### config.mk
export PLATFORM = sky130hd
export DESIGN_NAME = concat_slice_splitter
export DESIGN_NICKNAME = d
export VERILOG_FILES = /design/src/rtl/concat_splitter_pkg.sv /design/src/rtl/slice_fifo2.sv /design/src/rtl/concat_slice_splitter.sv
export SDC_FILE = /design/constraint.sdc
export NUM_CORES = 1
export LEC_CHECK = 0
export BUFFER_PORTS_ARGS = -buffer_cell sky130_fd_sc_hd__buf_2
export CAP_MARGIN = 5
export CORE_MARGIN = 2
export CORE_UTILIZATION = 49
export DETAILED_ROUTE_END_ITERATION = 10
export PLACE_DENSITY = 0.74
export SLEW_MARGIN = 25
export SYNTH_ARGS = -nofsm -noshare
export SYNTH_HDL_FRONTEND = slang
export SYNTH_SLANG_ARGS = --single-unit
### constraint.sdc
create_clock -name clk -period 2.56 [get_ports clk]
set_input_delay 0.256 -clock clk [delete_from_list [all_inputs] [get_ports clk]]
set_output_delay 0.256 -clock clk [all_outputs]
set_load 0.01 [all_outputs]
### src/rtl/concat_splitter_pkg.sv
// Shared widths, FIFO occupancy type and occupancy-state constants for the concat slice splitter.
package concat_splitter_pkg;

  localparam int unsigned HI_W_DEF   = 3;
  localparam int unsigned LO_W_DEF   = 2;
  localparam int unsigned CNT_W_DEF  = 8;
  localparam int unsigned FIFO_DEPTH = 2;

  typedef logic [1:0] fifo_cnt_t;

  localparam fifo_cnt_t FIFO_EMPTY = 2'd0;
  localparam fifo_cnt_t FIFO_ONE   = 2'd1;
  localparam fifo_cnt_t FIFO_FULL  = 2'd2;

endpackage

### src/rtl/slice_fifo2.sv
// Two-entry register FIFO; dout shows the head and holds the last popped value while empty.
module slice_fifo2
  import concat_splitter_pkg::*;
#(
  parameter int unsigned W = 1
) (
  input  logic         clk,
  input  logic         rst_n,
  input  logic         push,
  input  logic         pop,
  input  logic [W-1:0] din,
  output logic [W-1:0] dout,
  output fifo_cnt_t    count
);

  logic [W-1:0] mem_q [FIFO_DEPTH];
  logic [W-1:0] mem_d [FIFO_DEPTH];
  logic         wr_ptr_q, wr_ptr_d;
  logic         rd_ptr_q, rd_ptr_d;
  fifo_cnt_t    cnt_q, cnt_d;
  logic [W-1:0] dout_q, dout_d;
  logic         push_eff, pop_eff;

  // Pops on empty are dropped; a push on full only lands alongside a pop.
  always_comb begin
    mem_d    = mem_q;
    wr_ptr_d = wr_ptr_q;
    rd_ptr_d = rd_ptr_q;
    cnt_d    = cnt_q;
    pop_eff  = pop && (cnt_q != FIFO_EMPTY);
    push_eff = push && ((cnt_q != FIFO_FULL) || pop_eff);
    if (push_eff) begin
      mem_d[wr_ptr_q] = din;
      wr_ptr_d        = ~wr_ptr_q;
    end
    if (pop_eff) begin
      rd_ptr_d = ~rd_ptr_q;
    end
    case ({push_eff, pop_eff})
      2'b10:   cnt_d = cnt_q + 2'd1;
      2'b01:   cnt_d = cnt_q - 2'd1;
      default: cnt_d = cnt_q;
    endcase
    dout_d = (cnt_d == FIFO_EMPTY) ? dout_q : mem_d[rd_ptr_d];
  end

  always_ff @(posedge clk or negedge rst_n) begin
    if (!rst_n) begin
      mem_q    <= '{default: '0};
      wr_ptr_q <= 1'b0;
      rd_ptr_q <= 1'b0;
      cnt_q    <= FIFO_EMPTY;
      dout_q   <= '0;
    end else begin
      mem_q    <= mem_d;
      wr_ptr_q <= wr_ptr_d;
      rd_ptr_q <= rd_ptr_d;
      cnt_q    <= cnt_d;
      dout_q   <= dout_d;
    end
  end

  assign dout  = dout_q;
  assign count = cnt_q;

endmodule

### src/rtl/concat_slice_splitter.sv
// Splits a packed {hi, lo} word into two independently drained 2-entry FIFO streams.
// Optional CONCAT_SPLITTER_PARITY_EN adds an even-parity MSB on in_data and a par_err pulse.
module concat_slice_splitter
  import concat_splitter_pkg::*;
#(
  parameter int unsigned HI_W  = HI_W_DEF,
  parameter int unsigned LO_W  = LO_W_DEF,
  parameter int unsigned CNT_W = CNT_W_DEF
) (
  input  logic                 clk,
  input  logic                 rst_n,
  input  logic                 in_valid,
  output logic                 in_ready,
`ifdef CONCAT_SPLITTER_PARITY_EN
  input  logic [HI_W+LO_W:0]   in_data,
`else
  input  logic [HI_W+LO_W-1:0] in_data,
`endif
  output logic                 hi_valid,
  input  logic                 hi_ready,
  output logic [HI_W-1:0]      hi_data,
  output logic                 lo_valid,
  input  logic                 lo_ready,
  output logic [LO_W-1:0]      lo_data,
`ifdef CONCAT_SPLITTER_PARITY_EN
  output logic                 par_err,
`endif
  output logic [CNT_W-1:0]     word_cnt
);

  fifo_cnt_t        hi_count, lo_count;
  logic             hi_pop, lo_pop;
  logic             accept;
  logic [CNT_W-1:0] word_cnt_q, word_cnt_d;

  assign hi_valid = (hi_count != FIFO_EMPTY);
  assign lo_valid = (lo_count != FIFO_EMPTY);
  assign hi_pop   = hi_valid && hi_ready;
  assign lo_pop   = lo_valid && lo_ready;

  // Fork: a word enters both FIFOs or neither; a same-cycle pop frees a full slot.
  assign in_ready = ((hi_count != FIFO_FULL) || hi_pop) &&
                    ((lo_count != FIFO_FULL) || lo_pop);
  assign accept   = in_valid && in_ready;

  slice_fifo2 #(.W(HI_W)) u_hi_fifo (
    .clk   (clk),
    .rst_n (rst_n),
    .push  (accept),
    .pop   (hi_pop),
    .din   (in_data[HI_W+LO_W-1:LO_W]),
    .dout  (hi_data),
    .count (hi_count)
  );

  slice_fifo2 #(.W(LO_W)) u_lo_fifo (
    .clk   (clk),
    .rst_n (rst_n),
    .push  (accept),
    .pop   (lo_pop),
    .din   (in_data[LO_W-1:0]),
    .dout  (lo_data),
    .count (lo_count)
  );

  always_comb begin
    word_cnt_d = word_cnt_q;
    if (accept) begin
      word_cnt_d = word_cnt_q + CNT_W'(1);
    end
  end

  always_ff @(posedge clk or negedge rst_n) begin
    if (!rst_n) begin
      word_cnt_q <= '0;
    end else begin
      word_cnt_q <= word_cnt_d;
    end
  end

  assign word_cnt = word_cnt_q;

`ifdef CONCAT_SPLITTER_PARITY_EN
  logic par_err_q, par_err_d;

  // Even parity over payload plus parity bit must XOR to zero.
  always_comb begin
    par_err_d = accept && (^in_data);
  end

  always_ff @(posedge clk or negedge rst_n) begin
    if (!rst_n) begin
      par_err_q <= 1'b0;
    end else begin
      par_err_q <= par_err_d;
    end
  end

  assign par_err = par_err_q;
`endif

endmodule

---- After elaboration in Yosys (flattened, before gate mapping) ----
Cells that the tools add are included.
cells by class
  add/sub/neg operators ................... 5
  $lt $le $gt $ge ......................... 6
  equal/unequal tests ..................... 6
  muxes and demuxes ....................... 18
  bitwise logic cells ..................... 8
  reductions and logical operators ........ 18
operators with widths
  kind                   number
  $mux W3                4
  $logic_and A1 B1 Y1    10
  $add A8 B1 Y8 const B  1
  $ge A2 B2 Y1 const B   4
  $mux W2                4
  $not A1 Y2             4
  $pmux W2 S2            2
  $bwmux W6              1
  $mux W6                1
  $add A2 B1 Y2 const B  2
  $bwmux W4              1
  $eq A2 B1 Y1 const B   2
  $eq A2 B2 Y1 const B   2
  $logic_not A2 Y1       2
  $logic_or A1 B1 Y1     4
  $lt A2 B1 Y1 const B   2
  $mux W4                1
  $ne A2 B2 Y1 const B   2
  $not A1 Y1             4
  $reduce_bool A2 Y1     2
  $sub A2 B1 Y2 const B  2
  $demux W3 S1           1
  $demux W2 S1           1
  $mux W1                2
word-level totals
  flip-flop bits (word level) ............. 31
  bits of input ports ..................... 10
  output and inout port bits .............. 16
  logic and storage cells ................. 74

---- Longest topological paths before layout ----
  depth in word-level cells ............... 10
  mapped depth ............................ 9
  depth with buffers taken out ............ 8

---- Cells and area by module ----
From an unflattened synthesis, not the netlist that was laid out.
second synthesis, totals
  cells, all modules ...................... 144
  area total of the unflattened synthesis .. 1576.5 um2
by module, submodules not included
  module                   times used  cells an instance  area each (um2)  sequential area each (um2)
  slice_fifo2 (u_hi_fifo)  1           59                 655.6            325.3
  slice_fifo2 (u_lo_fifo)  1           47                 500.5            250.2
  concat_slice_splitter    1           38                 420.4            200.2

---- Least setup slack after synthesis ----
Ideal clock, no wire load.
  kind .................................... register -> register
  start ................................... reg u_hi_fifo.cnt_q[1], in the netlist u_hi_fifo.count[1]
  end ..................................... reg u_lo_fifo.dout_q[0], in the netlist u_lo_fifo.dout[0]
  setup time .............................. 0.126 ns
  arrival ................................. 2.352 ns
  required time ........................... 2.434 ns
  setup slack ............................. 0.082 ns
  cell stages (with the launch flop) ...... 10
  path buffers ............................ 1
  period minus slack after synthesis ...... 2.478 ns
  cell sequence ........................... dfrtp_1 -> nor3b_4 -> nor3b_1 -> buf_2 -> inv_1 -> ha_1 -> nand2b_1 -> o21ai_0 -> a21oi_1 -> a221o_1
between the ends
  word-level cells in the longest chain between the ends .. 10
  elaborated cells between the ends (all ways) .. 15
  those cells by class .................... 3 x eq/ne; 5 x mux; 7 x reduce/logical
RTL lines
  element                                     RTL line                     source
  from (decl)                                 slice_fifo2.sv:20            fifo_cnt_t cnt_q, cnt_d;
  from (signal assigned)                      slice_fifo2.sv:58            cnt_q <= cnt_d;
  $reduce_bool A2 Y1                          concat_slice_splitter.sv:36  assign hi_valid = (hi_count != FIFO_EMPTY);
  $logic_and A1 B1 Y1                         concat_slice_splitter.sv:38  assign hi_pop = hi_valid && hi_ready;
  $logic_or A1 B1 Y1 *                        concat_slice_splitter.sv:42  assign in_ready = ((hi_count != FIFO_FULL) || hi_pop) &&
  $logic_and A1 B1 Y1 *                       concat_slice_splitter.sv:42
  $logic_and A1 B1 Y1 *                       concat_slice_splitter.sv:44  assign accept = in_valid && in_ready;
  $logic_and A1 B1 Y1 *                       slice_fifo2.sv:31            push_eff = push && ((cnt_q != FIFO_FULL) || pop_eff);
  $mux W4                                     slice_fifo2.sv:32            if (push_eff) begin
  $mux W2 (implied by the code) (3 in a row)  slice_fifo2.sv:44            dout_d = (cnt_d == FIFO_EMPTY) ? dout_q : mem_d[rd_ptr_d];
  to (signal assigned)                        slice_fifo2.sv:59            dout_q <= dout_d;
  to (decl)                                   slice_fifo2.sv:21            logic [W-1:0] dout_q, dout_d;
Every way passes the cells marked *; elsewhere a longest branch is shown, timed or not. The select of a mux whose other input is x is not followed.
A chain may end at the register's enable or synchronous reset.

---- Final worst setup path ----
  start ................................... reg u_lo_fifo.cnt_q[0], in the netlist u_lo_fifo.count[0]
  end ..................................... reg u_lo_fifo.dout_q[1], in the netlist u_lo_fifo.dout[1]
between the ends
  word-level cells in the longest chain between the ends .. 10
  elaborated cells between the ends (all ways) .. 21
  those cells by class .................... 2 x add/sub; 3 x eq/ne; 6 x mux; 1 x bitwise; 9 x reduce/logical
RTL lines
  element                                     RTL line                                        source
  from (decl)                                 slice_fifo2.sv:20
  from (signal assigned)                      slice_fifo2.sv:58
  $reduce_bool A2 Y1                          slice_fifo2.sv:30, concat_slice_splitter.sv:37
  $logic_and A1 B1 Y1                         concat_slice_splitter.sv:39                     assign lo_pop = lo_valid && lo_ready;
  $logic_or A1 B1 Y1                          concat_slice_splitter.sv:43                     ((lo_count != FIFO_FULL) || lo_pop);
  $logic_and A1 B1 Y1                         concat_slice_splitter.sv:42
  $logic_and A1 B1 Y1                         concat_slice_splitter.sv:44
  $logic_and A1 B1 Y1                         slice_fifo2.sv:31
  $mux W4                                     slice_fifo2.sv:32
  $mux W2 (implied by the code) (3 in a row)  slice_fifo2.sv:44
Several ways; a longest one is shown, not always the timed one. The select of a mux whose other input is x is not followed.

==> qor_table.md <==
| Quantity | Reported | Unit |
|---|---|---|
| Outcome | completed | - |
| Vias | 967 | - |
| Dpl cells | 177 | - |
| Post-Place Cell Area | 0.00161 | mm² |
| Leading cell type by number of instances after synthesis | sky130_fd_sc_hd__dfrtp_1 | - |
| Antenna violations before repair | 0 | - |
| Normalized max-slew margin | 0.554 | - |
| Post-synth EDFFs | 0 | - |
| Synthesized Nets | 134 | - |
| Buffers from clock root to sink, at most | 2 | - |
| Routed wire length | 2500 | µm |
| Area leader, netlist | sky130_fd_sc_hd__dfrtp_1 | - |
| Share of total power consumed by net switching | 0.367 | - |
| Critical path's top delay family | compound AO/OA/AOI/OAI gates | - |
| Pin count of the biggest net entering global routing | 32 | - |
| Share of total power in combinational logic | 0.430 | - |
| Worst setup path endpoint | u_lo_fifo.dout[1] | - |
| Slew of the pin with the lowest slew margin | 0.669 | ns |
| Area of the mapped netlist | 0.00145 | mm² |
| Global-route usage over all layers | 0.171 | - |
| Unrepaired setup endpoints after global routing | no | - |
| Core occupancy in the finished layout | 0.617 | - |
| Delay of the slowest cell on the worst path | 0.47 | ns |
| Main synth FF type | sky130_fd_sc_hd__dfrtp_1 | - |
| Die footprint | 0.00341 | mm² |
| Most area-consuming cells after synthesis | sky130_fd_sc_hd__dfrtp_1 54%, sky130_fd_sc_hd__xnor2_1 7.3%, sky130_fd_sc_hd__mux2i_1 4.1% | - |
| Leakage power figure | 0.823 | nW |
| Total CTS buffers | 5 | - |
| Worst-case setup slack after placement | 0.124 | ns |
| Final hold viol count | 0 | - |
| Worst setup EP type | register | - |
| Number of cells on the critical path | 8 | - |
| Mean post-synth cell area | 12.0 | µm² |
| Area of the core region | 0.00278 | mm² |
| Post-detailed-route wirelength per cell | 13.4 | µm |
| Postcts setup bufs | 0 | - |
| Last weighted congestion value of the routability-driven placer | 0.853 | - |
| Sw Pwr | 0.842 | mW |
| Cell chain of the critical path | nor3b_4, nor3b_2, inv_1, ha_1, nand2b_1, o211ai_1, a21oi_1, a221o_1 | - |
| Global route overflow | 0 | - |
| Deepest level of the CTS H-tree | 2 | - |
| Post-route DRC violation count | 0 | - |
| Register-to-register path setup slack | 0.21 | ns |
| Count of TritonRoute iterations in the first routing pass | 4 | - |
| Total count of max-transition violations in the final report | 0 | - |
| Area of all placed cells without fillers | 0.00172 | mm² |
| Pwr per Cell Area | 1340 | mW/mm² |
| First-pass GRT wire length | 4200 | µm |
| Min Hold Slack | 0.174 | ns |
| Via count of the first global-routing pass | 948 | - |
| Final critical-path share of the clock period | 0.917 | - |
| Seq pwr share | 0.397 | - |
| Die Ht | 58.4 | µm |
| Number of instances in the synthesized netlist | 121 | - |
| Initial core utilization | 0.520 | - |
| Fraction of the yosys area taken by sequential cells | 0.536 | - |
| Cell internal pwr | 1.45 | mW |
| FMAX | 426 | MHz |
| Minimum clock period | 2.35 | ns |
| Dpl hpwl | 1850 | µm |
| Largest clock skew in the final design | 0.00653 | ns |
| Ratio of cells with drive above 1 in the final layout | 0.303 | - |
| Number of setup violations in the final report | 0 | - |
| CP bufs+invs | 1 | - |
| Number of vias per cell | 5.20 | - |
| Sort of element at the start of the critical path | register | - |
| Antenna cell count | 0 | - |
| IR drop worst, VDD | 0.000891 | V |
| Beginning of the worst register-to-register path | u_lo_fifo.count[0] | - |
| Worst Path Arrival | 2.57 | ns |
| Area Growth Syn to Fin | 18.5 | % |
| Cell with the biggest individual delay on the critical path | sky130_fd_sc_hd__dfrtp_1 | - |
| Clock Pin Slew Worst Setup and Hold Paths | 0.10 | ns |
| Maximum fanout count along the critical path | 6 | - |
| Post-synth ARST share | 1.00 | - |
| Kind of path behind the tightest hold check | input port to register | - |
| Share of total power in the clock network | 0.174 | - |
| IO buf count | 25 | - |
| Clock insertion delay at the later pin of the skew report | 0.33 | ns |
| Count of yosys warnings during synthesis | 0 | - |
| Pwr Total | 2.30 | mW |
| CP Class | register to register | - |
| Number of nets in the layout | 167 | - |
| Layout Cells excl Fill | 186 | - |
| Max-cap violation count | 0 | - |
| Residual antenna-violating net count after detailed routing | 0 | - |
| Number of top-level design ports | 26 | - |
| Number of flip-flops and latches in the synthesized netlist | 31 | - |
| Count of cell types in the netlist | 28 | - |
| Commonest cells in the synthesized netlist | 31 x sky130_fd_sc_hd__dfrtp_1, 13 x sky130_fd_sc_hd__inv_1, 12 x sky130_fd_sc_hd__xnor2_1 | - |
| Top cell type's share of synthesized area | 0.536 | - |
| Cells on worst reg2reg path | 8 | - |
| Post-route setup TNS | 0 | ns |
| Library cell used as clock root buffer | sky130_fd_sc_hd__clkbuf_4 | - |
| Width of the die | 58.4 | µm |
| Fin worst setup slack | 0.214 | ns |
| Clock tree sinks | 31 | - |
| CTS tree | done | - |
| CP required | 2.79 | ns |
| Number of core rows | 19 | - |
| Detailed Route Iter0 Violations | 31 | - |
| R2R Path End | u_lo_fifo.dout[1] | - |
| Startpoint of the most critical setup path | u_lo_fifo.count[0] | - |
## worst min path at each step
stage / start / end / slack [ns] / cells past startpoint
6_report: in_data[3] / u_hi_fifo.mem_q[4] / 0.17 / 3
5_1_grt: in_data[4] / u_hi_fifo.mem_q[5] / 0.18 / 3
4_1_cts: in_data[4] / u_hi_fifo.mem_q[5] / 0.17 / 3
3_5_place_dp: rst_n / u_lo_fifo.dout[1] / 0.33 / 1
3_3_place_gp: rst_n / u_lo_fifo.dout[0] / 0.33 / 1
2_1_floorplan: rst_n / u_hi_fifo.count[0] / -0.04 / 0
## registers in the layout (all words and copies together) (netlist names)
register            flops
u_lo_fifo.rd_ptr_q      1
word_cnt                8
u_lo_fifo.dout          2
u_hi_fifo.count         2
u_hi_fifo.dout          3
u_hi_fifo.wr_ptr_q      1
u_hi_fifo.rd_ptr_q      1
u_lo_fifo.wr_ptr_q      1
u_lo_fifo.mem_q         4
u_lo_fifo.count         2
u_hi_fifo.mem_q         6
## power groups by stage
stage / clock network, mW / logic, mW / registers (mW)
after floorplan: 0 / 0.691 / 0.932
after global placement: 0 / 0.951 / 0.903
after detailed placement: 0 / 0.982 / 0.925
after CTS: 0.406 / 0.997 / 0.911
after global routing: 0.426 / 1.11 / 0.944
final: 0.399 / 0.987 / 0.911
## kinds of logic after synthesis
kind of cell               after synthesis  synth area share
and+or+nand+nor                         33             0.156
xor gates and xnor gates                17             0.103
muxes                                   11            0.0804
buffers and inverters                   14            0.0372
AOI/OAI and AO/OA                       12            0.0622
DFF                                     31             0.536
adders and majority gates                3            0.0259
## layout by cell type (no fill, tap or decap), drive strengths merged, types with 2 or more instances in the layout
cell    Yosys  final
dfrtp      31     31
buf         1     26
inv        13     13
xnor2      12     12
nand2       7      7
mux2i       6      6
clkbuf      0      6
mux2        5      5
xor2        5      5
nor2        4      4
and3        4      4
nand4       4      4
nand2b      3      3
o221ai      3      3
ha          3      3
o21ai       3      3
nor3b       3      3
nor4b       2      2
or2         2      2
a221o       2      2
nor3        2      2
## routing by layer
layer  GRT usage  part of all wire
met1       0.212              0.45
met2       0.263              0.48
met3      0.0725             0.053
met4      0.0698             0.017
met5           0                 0
## layout make-up
type / instances / area (µm²)
clock buffer: 6 / 51.3
fill: 230 / 1070
multi-input combinational: 76 / 623
clock inverter: 2 / 35.0
tap: 31 / 38.8
sequential: 31 / 776
inverter: 13 / 48.8
timing repair buffer: 27 / 143
## worst reg2reg max path: cells and delay by family (launching register included)
kind                       cells  cell delay, ns
AOI/OAI and AO/OA              3            0.78
DFF                            1            0.47
adders and majority gates      1            0.24
buffers and inverters          1            0.07
and+or+nand+nor                3            0.69
## timing repair
| action | CTS | global route |
|---|---|---|
| hold endpoints to repair | 31 | 0 |
| setup endpoints to repair | 0 | 2 |
| hold buffers | 1 | 0 |
| gates resized for setup | 0 | 2 |
(Power assumes the default switching activity.)
